File: src/rtl/decode_pkg.sv
// Shared types and encodings for the buffered RV32IM decode stage.
// ctrl_t is the registered control bundle handed to execute.
package decode_pkg;

    localparam logic [6:0] OPC_R      = 7'b0110011;
    localparam logic [6:0] OPC_I_ALU  = 7'b0010011;
    localparam logic [6:0] OPC_LOAD   = 7'b0000011;
    localparam logic [6:0] OPC_STORE  = 7'b0100011;
    localparam logic [6:0] OPC_BRANCH = 7'b1100011;
    localparam logic [6:0] OPC_LUI    = 7'b0110111;
    localparam logic [6:0] OPC_AUIPC  = 7'b0010111;
    localparam logic [6:0] OPC_JAL    = 7'b1101111;
    localparam logic [6:0] OPC_JALR   = 7'b1100111;

    localparam logic [2:0] IMM_I = 3'd0;
    localparam logic [2:0] IMM_B = 3'd1;
    localparam logic [2:0] IMM_S = 3'd2;
    localparam logic [2:0] IMM_U = 3'd3;
    localparam logic [2:0] IMM_J = 3'd4;

    localparam logic [1:0] DEST_ALU = 2'd0;
    localparam logic [1:0] DEST_MEM = 2'd1;
    localparam logic [1:0] DEST_PC4 = 2'd3;

    typedef struct packed {
        logic       reg_write;
        logic [3:0] alu_ctrl;
        logic       alu_src;
        logic [2:0] imm_src;
        logic       branch;
        logic       jump;
        logic [1:0] dest_src;
        logic [2:0] mem_ctrl;
        logic       mem_write;
        logic       ui_ctl;
        logic       rd1_ctl;
        logic       pc_rd1_ctl;
        logic       four_imm_ctl;
        logic       mul_sel;
        logic       illegal;
    } ctrl_t;

endpackage

File: src/rtl/instr_decoder.sv
// Combinational RV32I(M) decoder: instruction word -> ctrl_t.
// M-extension multiply decode is enabled by defining MUL_EXT_EN.
module instr_decoder
    import decode_pkg::*;
(
    input  logic [31:0] instr,
    output ctrl_t       ctrl
);

    logic [6:0] opc;
    logic [2:0] f3;
    logic [6:0] f7;
    logic       legal;
    ctrl_t      c;
    logic       unused_fields;

    assign opc = instr[6:0];
    assign f3  = instr[14:12];
    assign f7  = instr[31:25];
    assign unused_fields = ^{instr[24:15], instr[11:7]};

    always_comb begin
        c              = '0;
        legal          = 1'b1;
        c.mem_ctrl     = f3;
        c.ui_ctl       = 1'b1;
        c.rd1_ctl      = 1'b1;
        c.pc_rd1_ctl   = 1'b1;
        c.four_imm_ctl = 1'b1;
        case (opc)
            OPC_R: begin
                c.reg_write = 1'b1;
                if (f7 == 7'b0000000)
                    c.alu_ctrl = {1'b0, f3};
                else if (f7 == 7'b0100000 && (f3 == 3'b000 || f3 == 3'b101))
                    c.alu_ctrl = {1'b1, f3};
`ifdef MUL_EXT_EN
                else if (f7 == 7'b0000001) begin
                    c.mul_sel  = 1'b1;
                    c.alu_ctrl = {1'b0, f3};
                end
`endif
                else
                    legal = 1'b0;
            end
            OPC_I_ALU: begin
                c.reg_write = 1'b1;
                c.alu_src   = 1'b1;
                c.alu_ctrl  = {(f3 == 3'b101) ? instr[30] : 1'b0, f3};
            end
            OPC_LOAD: begin
                c.reg_write = 1'b1;
                c.alu_src   = 1'b1;
                c.dest_src  = DEST_MEM;
            end
            OPC_STORE: begin
                c.alu_src   = 1'b1;
                c.imm_src   = IMM_S;
                c.mem_write = 1'b1;
            end
            OPC_BRANCH: begin
                c.branch   = 1'b1;
                c.imm_src  = IMM_B;
                c.alu_ctrl = {1'b0, f3};
            end
            OPC_LUI, OPC_AUIPC: begin
                c.reg_write = 1'b1;
                c.alu_src   = 1'b1;
                c.imm_src   = IMM_U;
                c.rd1_ctl   = 1'b0;
                c.ui_ctl    = (opc != OPC_LUI);
            end
            OPC_JAL, OPC_JALR: begin
                c.reg_write    = 1'b1;
                c.alu_src      = 1'b1;
                c.jump         = 1'b1;
                c.dest_src     = DEST_PC4;
                c.rd1_ctl      = 1'b0;
                c.four_imm_ctl = 1'b0;
                c.imm_src      = (opc == OPC_JAL) ? IMM_J : IMM_I;
                c.pc_rd1_ctl   = (opc != OPC_JALR);
            end
            default: legal = 1'b0;
        endcase

        // Illegal words carry no side-effecting control, only the operand-select defaults.
        ctrl = c;
        if (!legal) begin
            ctrl              = '0;
            ctrl.illegal      = 1'b1;
            ctrl.ui_ctl       = c.ui_ctl;
            ctrl.rd1_ctl      = c.rd1_ctl;
            ctrl.pc_rd1_ctl   = c.pc_rd1_ctl;
            ctrl.four_imm_ctl = c.four_imm_ctl;
        end
    end

endmodule

File: src/rtl/decode_queue_stage.sv
// Buffered decode stage: {pc, instr} FIFO, decoder on the FIFO head, registered output slot.
// Optional multiply decode via MUL_EXT_EN (see instr_decoder).
module decode_queue_stage
    import decode_pkg::*;
#(
    parameter int XLEN  = 32,
    parameter int DEPTH = 4
) (
    input  logic                       clk,
    input  logic                       rst_n,
    input  logic                       flush,
    input  logic                       in_valid,
    output logic                       in_ready,
    input  logic [XLEN-1:0]            in_pc,
    input  logic [31:0]                in_instr,
    output logic                       out_valid,
    input  logic                       out_ready,
    output logic [XLEN-1:0]            out_pc,
    output logic [31:0]                out_instr,
    output ctrl_t                      out_ctrl,
    output logic [$clog2(DEPTH+1)-1:0] level,
    output logic                       halted
);

    localparam int AW = $clog2(DEPTH);
    localparam int CW = $clog2(DEPTH+1);

    // state | meaning
    // RUN   | head entries decode into the slot as it frees up
    // HALT  | illegal instruction reached the slot; pops stop until flush
    typedef enum logic {RUN, HALT} state_t;

    state_t          state;
    logic [AW-1:0]   wr_ptr, rd_ptr;
    logic [CW-1:0]   count;
    logic [XLEN-1:0] mem_pc    [DEPTH];
    logic [31:0]     mem_instr [DEPTH];
    logic            push, load;
    ctrl_t           head_ctrl;

    // Full FIFO refuses a push even if it pops the same cycle: keeps in_ready off out_ready.
    assign in_ready = (count != CW'(DEPTH));
    assign push     = in_valid && in_ready && !flush;
    assign load     = (state == RUN) && (count != '0) && (!out_valid || out_ready) && !flush;
    assign level    = count;
    assign halted   = (state == HALT);

    instr_decoder u_dec (
        .instr (mem_instr[rd_ptr]),
        .ctrl  (head_ctrl)
    );

    always_ff @(posedge clk) begin
        if (push) begin
            mem_pc[wr_ptr]    <= in_pc;
            mem_instr[wr_ptr] <= in_instr;
        end
    end

    always_ff @(posedge clk or negedge rst_n) begin
        if (!rst_n) begin
            state     <= RUN;
            wr_ptr    <= '0;
            rd_ptr    <= '0;
            count     <= '0;
            out_valid <= 1'b0;
            out_pc    <= '0;
            out_instr <= '0;
            out_ctrl  <= '0;
        end else if (flush) begin
            state     <= RUN;
            wr_ptr    <= '0;
            rd_ptr    <= '0;
            count     <= '0;
            out_valid <= 1'b0;
        end else begin
            if (push)
                wr_ptr <= wr_ptr + AW'(1);
            if (load)
                rd_ptr <= rd_ptr + AW'(1);
            count <= count + CW'(push) - CW'(load);
            if (load) begin
                out_valid <= 1'b1;
                out_pc    <= mem_pc[rd_ptr];
                out_instr <= mem_instr[rd_ptr];
                out_ctrl  <= head_ctrl;
                if (head_ctrl.illegal)
                    state <= HALT;
            end else if (out_ready) begin
                out_valid <= 1'b0;
            end
        end
    end

endmodule

File: config.mk
export PLATFORM = sky130hd
export DESIGN_NAME = decode_queue_stage
export DESIGN_NICKNAME = d
export VERILOG_FILES = /design/src/rtl/decode_pkg.sv /design/src/rtl/instr_decoder.sv /design/src/rtl/decode_queue_stage.sv
export SDC_FILE = /design/constraint.sdc
export NUM_CORES = 1
export LEC_CHECK = 0
export ABC_AREA = 0
export BUFFER_PORTS_ARGS = -buffer_cell sky130_fd_sc_hd__buf_2
export CAP_MARGIN = 20
export CORE_UTILIZATION = 30
export CTS_CLUSTER_SIZE = 20
export DETAILED_ROUTE_END_ITERATION = 12
export SLEW_MARGIN = 0
export SYNTH_ARGS = -nofsm -noshare
export SYNTH_HDL_FRONTEND = slang
export SYNTH_SLANG_ARGS = --single-unit
File: constraint.sdc
create_clock -name clk -period 5.2 [get_ports clk]
set_input_delay 0.26 -clock clk [delete_from_list [all_inputs] [get_ports clk]]
set_output_delay 0.26 -clock clk [all_outputs]
set_load 0.1 [all_outputs]
==> flow_summary.json, run 1 <==
{
  "synthMuxAreaShare_pct": 11.11,
  "synth_xor_area_share_pct": 0.3977,
  "cts.sink_count": 351,
  "powerDensity_nw_per_um2": 618.2,
  "finalHoldViolCount": 0,
  "synth_top_family_by_area": "multiplexers",
  "dp.cells": 1488,
  "total_power_mw": 10.33,
  "period_share_pct": 59.59,
  "hp-class": "input pin to async pin",
  "synth_fa_ha_area_share_pct": 0.7196,
  "slowest_delay_ps": 1020,
  "setup_tns_ps": 0,
  "fillers": 4027,
  "clockBufferDepth": 3,
  "syn_inst": 767,
  "endpoint_kind": "flop",
  "fin_nets": 1092,
  "ys_seq_area_share_pct": 76.16,
  "grt_antenna_before_repair": 1,
  "synth_area_leaders": "edfxtp_1 58%, dfrtp_1 18%, mux4_2 10%",
  "crit_arrival_ps": 3520,
  "slew_headroom_pct": 33.91,
  "grt_usage_pct": 13.39,
  "crit_chain": "mux4_1, and4bb_4, and2_1, nand4b_1, a22o_1",
  "wl_mm": 29.45,
  "p_leak_nw": 6.447,
  "grt_pass1_wl_mm": 45.15,
  "cpMaxStageDelayCell": "dfrtp_4",
  "synth_cell_types": 47,
  "fmax_ghz": 0.3227,
  "synth.top_cell.area_share_pct": 58.17,
  "cp-start-kind": "flop",
  "overflow": 0,
  "clock-root-buffer": "clkbuf_16",
  "reg2regPathDepth": 5,
  "ys_warn_count": 0,
  "rsz0062_at_grt": "no",
  "crit_required_ps": 5620,
  "drtAntennaViolNets": 0,
  "postSynthAreaPerCell_um2": 17.23,
  "detail_route.iter0.violations": 451,
  "worstSkewPairLatency_ps": 540,
  "grt_max_degree": 88,
  "yosysTopAreaCell": "edfxtp_1",
  "clock_skew_ps": 10.28,
  "hpwl_mm": 16.90,
  "synth.cell_area_um2": 13220,
  "synth_edf_count": 256,
  "wire_per_inst_um": 18.06,
  "cts_tree": "yes",
  "yosys_most_used_dff": "edfxtp_1",
  "synth_compound_area_share_pct": 2.026,
  "drv_slew": 0,
  "drive_gt1_share_pct": 29.09,
  "rows": 76,
  "ir_worst_vdd_uv": 501.5,
  "path_max_fanout": 42,
  "status": "finished clean",
  "dieArea_um2": 44890,
  "gp_congestion": 0.7285,
  "synthSimpleGateAreaFrac_pct": 8.180,
  "worstMarginPinSlew_ps": 991.4,
  "portBuffers": 160,
  "regArea_um2": 10070,
  "layout_min_cycle_time_ps": 3099,
  "drc": 0,
  "first_pass_iters": 5,
  "post_cts_buffers": 0,
  "vias_per_cell": 4.457,
  "vias": 7270,
  "syn_to_final_growth_pct": 26.44,
  "cts_max_level": 2,
  "multi_input_area_um2": 2985,
  "drv_cap": 0,
  "pin_count": 162,
  "layoutNonFillerInstCount": 1631,
  "synth_common_cells": "256 x edfxtp_1, 201 x nand2_1, 95 x dfrtp_1",
  "die_h_um": 211.9,
  "path_class": "flop to flop",
  "syn_nets": 843,
  "yosysMostFrequentCell": "edfxtp_1",
  "numCtsBuffers": 40,
  "grt_pass1_vias": 7620,
  "async_reset_ff_share_pct": 27.07,
  "initial_core_util_pct": 30.54,
  "path_clk_slew_ps": 60,
  "synth-seq-cells": 351,
  "cts_resized": 0,
  "finalSetupViolations": 0,
  "coreArea_um2": 43270,
  "die_width_um": 211.9
}
[logic make-up after synthesis]
| logic type | count (synthesis) |
|---|---|
| DFF | 351 |
| and+or+nand+nor | 260 |
| muxes | 65 |
| buffers and inverters | 41 |
| AOI/OAI and AO/OA | 36 |
| adders and majority gates | 7 |
| xor gates and xnor gates | 6 |
| other | 1 |
[report_power, final]
group	switching (mW)	internal, mW	leakage (nW)
clock network	1.13	1.66	0.611
logic	3.01	0.804	2.32
registers	0.285	3.44	3.52
total	4.43	5.90	6.45
[worst max-delay path: cells and delay by family, from the launching register on]
| kind | cells | cell delay [ps] |
|---|---|---|
| flip-flops | 1 | 1020 |
| AND/OR/NAND/NOR | 3 | 870 |
| multiplexers | 1 | 780 |
| AO/OA/AOI/OAI | 1 | 290 |
[path summary, 6_finish.rpt]
path	startpoint	end	slack [ps]
max in group asynchronous	rst_n	rd_ptr[1]$_DFFE_PN0P_	3640
hold reg to reg	out_pc[29]$_DFFE_PN0P_	out_pc[29]$_DFFE_PN0P_	460
hold / removal	rst_n	out_instr[14]$_DFFE_PN0P_	390
setup / recovery	rd_ptr[0]$_DFFE_PN0P_	halted$_DFFE_PN0P_	2100
setup reg to reg	rd_ptr[0]$_DFFE_PN0P_	halted$_DFFE_PN0P_	2100
min in group clk	out_pc[29]$_DFFE_PN0P_	out_pc[29]$_DFFE_PN0P_	460
[area by class of cell]
cell class,count,area share (%)
clock inverter,24,1.415
timing repair buffer,240,9.525
antenna,1,0.01498
clock buffer,47,6.335
inverter,8,0.1872
sequential,351,60.28
tap,585,4.380
multi-input combinational,375,17.87
[state kept, by name, indices dropped and copies added, names as in the netlist]
name,count
halted,1
level,3
mem_instr,128
mem_pc,128
out_ctrl,22
out_instr,32
out_pc,32
out_valid,1
rd_ptr,2
wr_ptr,2
[layout by cell type, fill, tap and decap left out, types with 5 or more instances in the layout]
| master | Yosys | layout |
|---|---|---|
| edfxtp_1 | 256 | 256 |
| mux4_2 | 60 | 60 |
| clkinv_1 | 0 | 7 |
| buf_4 | 1 | 10 |
| nor2b_1 | 6 | 6 |
| buf_2 | 8 | 159 |
| inv_1 | 8 | 7 |
| a21oi_1 | 8 | 8 |
| nor2_1 | 25 | 25 |
| clkbuf_16 | 0 | 41 |
| nand2_1 | 201 | 200 |
| dfrtp_1 | 95 | 93 |
| clkbuf_1 | 20 | 5 |
| o21ai_0 | 8 | 8 |
| clkinv_2 | 0 | 5 |
| ha_1 | 6 | 6 |
| clkinvlp_4 | 0 | 7 |
| dlygate4sd3_1 | 0 | 70 |
[through the flow]
stage	setup WS [ps]	util [%]	hold WS, ps	cell area (um2)
after detailed placement	2072	33.96	450.9	14690
after CTS	2060	38.57	425.2	16690
after floorplan	1006	-	-35.59	13220
after global placement	2142	33.96	441.6	14690
final	2101	38.62	391.4	16710
after global routing	1898	38.62	465.6	16710
[metal layers]
| metal | vias to the layer above | wire [um] | GRT usage, % |
|---|---|---|---|
| li1 | 3358 | - | - |
| met1 | 3682 | 13410 | 17.77 |
| met2 | 182 | 13920 | 21.82 |
| met3 | 48 | 1431 | 2.655 |
| met4 | 0 | 691 | 4.773 |
| met5 | - | 0 | 0 |
[repair_timing]
action / in CTS / in global routing
hold endpoints to repair: 325 / 0
setup endpoints to repair: 0 / 0
hold buffers: 70 / 0
Power figures use the tool's default switching activity.
==> run 2: changes to the inputs <==
Clock period 5.2 ns to 2.5 ns, I/O delays scaled along.
==> flow_summary.json, run 2 (same netlist as run 1, synthesis figures left out) <==
{
  "status": "finished clean",
  "sequentialPowerShare_pct": 34.3,
  "cts_tree": "yes",
  "gp_congestion": 0.7248,
  "period_share_pct": 94.66,
  "slew_headroom_pct": 54.27,
  "die_width_um": 211.9,
  "initial_core_util_pct": 30.54,
  "ir_worst_vdd_uv": 786.1,
  "setup_slack_ps": 133.6,
  "reg2regPathDepth": 7,
  "regArea_um2": 10090,
  "grt_usage_pct": 13.83,
  "fmax_ghz": 0.4226,
  "path_max_fanout": 18,
  "cp_top_family": "compound AO/OA/AOI/OAI gates",
  "multi_input_area_um2": 3058,
  "cpMaxStageDelayCell": "mux4_2",
  "reg2reg_from": "rd_ptr[0]$_DFFE_PN0P_",
  "top_regs": "mem_instr x128, mem_pc x128",
  "setup_tns_ps": 0,
  "layout_min_cycle_time_ps": 2366,
  "finalSetupViolations": 0,
  "worst-path-buf-inv": 2,
  "wl_mm": 30.27,
  "layout_common_cells": "256 x edfxtp_1, 199 x nand2_1, 159 x buf_2",
  "cp-start-kind": "flop",
  "hp-class": "input pin to flop",
  "pre_cts_slack_ps": 18.73,
  "cts_max_level": 2,
  "die_h_um": 211.9,
  "timing.rr.end": "out_ctrl[22]$_DFFE_PN0P_",
  "p_switching_mw": 9.314,
  "clock_skew_ps": 18.68,
  "fin_nets": 1104,
  "drv_cap": 0,
  "portBuffers": 160,
  "drc": 0,
  "crit_arrival_ps": 2770,
  "rsz0062_at_grt": "no",
  "first_pass_iters": 4,
  "drive_gt1_share_pct": 32.11,
  "grt_max_degree": 88,
  "path_clk_slew_ps": 60,
  "endpoint_kind": "flop",
  "clock-root-buffer": "clkbuf_16",
  "clockBufferDepth": 3,
  "numCtsBuffers": 40,
  "pin_count": 162,
  "combPwrFrac_pct": 37.6,
  "worstSkewPairLatency_ps": 550,
  "vias_per_cell": 4.475,
  "rows": 76,
  "design_area_um2": 17150,
  "rrSetupSlack_ps": 130,
  "fillers": 3953,
  "cts.sink_count": 351,
  "dieArea_um2": 44890,
  "crit_required_ps": 2910,
  "place_area_um2": 15000,
  "drtAntennaViolNets": 0,
  "wire_per_inst_um": 18.40,
  "grt_pass1_vias": 7813,
  "grt_antenna_before_repair": 2,
  "slowest_delay_ps": 580,
  "hpwl_mm": 17.61,
  "grt_pass1_wl_mm": 45.94,
  "internal_power_mw": 12.92,
  "crit_chain": "buf_12, mux4_2, buf_4, nor2b_1, o211ai_2, a221oi_4, a22oi_1",
  "worstMarginPinSlew_ps": 686.0,
  "powerDensity_nw_per_um2": 1296,
  "hold_path_end": "rd_ptr[0]$_DFFE_PN0P_",
  "hold_start": "out_ready",
  "vias": 7361,
  "drv_slew": 0,
  "final_common_cell": "edfxtp_1",
  "syn_to_final_growth_pct": 29.78,
  "total_power_mw": 22.23,
  "p_leak_nw": 6.637,
  "hold_path_depth": 5,
  "swShare_pct": 41.90,
  "coreArea_um2": 43270,
  "overflow": 0,
  "finalHoldViolCount": 0,
  "detail_route.iter0.violations": 497,
  "path_class": "flop to flop",
  "pwr-share-clk_pct": 28.1
}
## run 2: cell types whose count changed in the layout (fill, tap and decap cells not counted), sizes merged
| cell | change |
|---|---|
| buf | +13 |
| clkinvlp | -6 |
| dlygate4sd3 | -1 |
| inv | +4 |
| clkbuf | +6 |
| bufinv | +3 |
| clkinv | -5 |
## run 2: area by class of cell
cell class	count	share of cell area (%)
Inverter	8	0.1824
Multi-Input combinational cell	375	17.83
Clock inverter	20	1.693
Tap cell	585	4.268
Clock buffer	53	6.595
Antenna cell	1	0.01459
Timing Repair Buffer	252	10.59
Sequential cell	351	58.82
## run 2: power groups by stage
stage               Clock, mW  Combinational (mW)  Sequential [mW]
floorplan                   0                2.40             12.0
global placement            0                8.27             7.72
detailed placement          0                8.33             7.74
CTS                      6.45                8.46             7.64
global route             6.63                8.86             7.72
finish                   6.25                8.36             7.62
## run 2: per-stage QoR
stage,utilization [%],std cells,hold slack [ps]
6_report,39.64,1645,111.9
5_1_grt,39.64,1645,144.5
4_1_cts,39.55,1640,76.33
3_5_place_dp,34.67,1498,166.2
3_3_place_gp,34.67,1498,163.0
2_1_floorplan,-,767,-170.6
## run 2: how the worst max path moves through the flow
| stage | startpoint | to | slack [ps] | depth (start not counted) |
|---|---|---|---|---|
| 2_1_floorplan | level[2]$_DFF_PN0_ | level[1]$_DFF_PN0_ | -70 | 12 |
| 6_report | rd_ptr[0]$_DFFE_PN0P_ | out_ctrl[22]$_DFFE_PN0P_ | 130 | 7 |
| 3_5_place_dp | rd_ptr[0]$_DFFE_PN0P_ | out_ctrl[0]$_DFFE_PN0P_ | 20 | 6 |
| 4_1_cts | rd_ptr[0]$_DFFE_PN0P_ | out_ctrl[0]$_DFFE_PN0P_ | 10 | 6 |
| 5_1_grt | rd_ptr[0]$_DFFE_PN0P_ | out_ctrl[0]$_DFFE_PN0P_ | 8 | 6 |
| 3_3_place_gp | rd_ptr[0]$_DFFE_PN0P_ | out_ctrl[0]$_DFFE_PN0P_ | 50 | 6 |
## run 2: per-layer routing
layer | vias to the layer above | part of all wire, % | track usage (%)
li1 | 3381 | - | -
met2 | 164 | 48 | 22.24
met5 | - | 0.043 | 0
met1 | 3757 | 46 | 18.52
met4 | 2 | 2.6 | 5.497
met3 | 57 | 3.7 | 2.552
## run 2: tightest hold or removal path, delay by kind of cell
family	cells	cell delay [ps]
buffers and inverters	1	110
and+or+nand+nor	3	250
xor gates and xnor gates	1	140
## run 2: what timing repair did
action / in CTS / in global routing
endpoints found under the hold margin: 300 / 0
pin swaps: 1 / 1
hold buffers: 69 / 0
gates resized for setup: 0 / 2
setup buffers: 0 / 4
endpoints found under the setup margin: 2 / 6
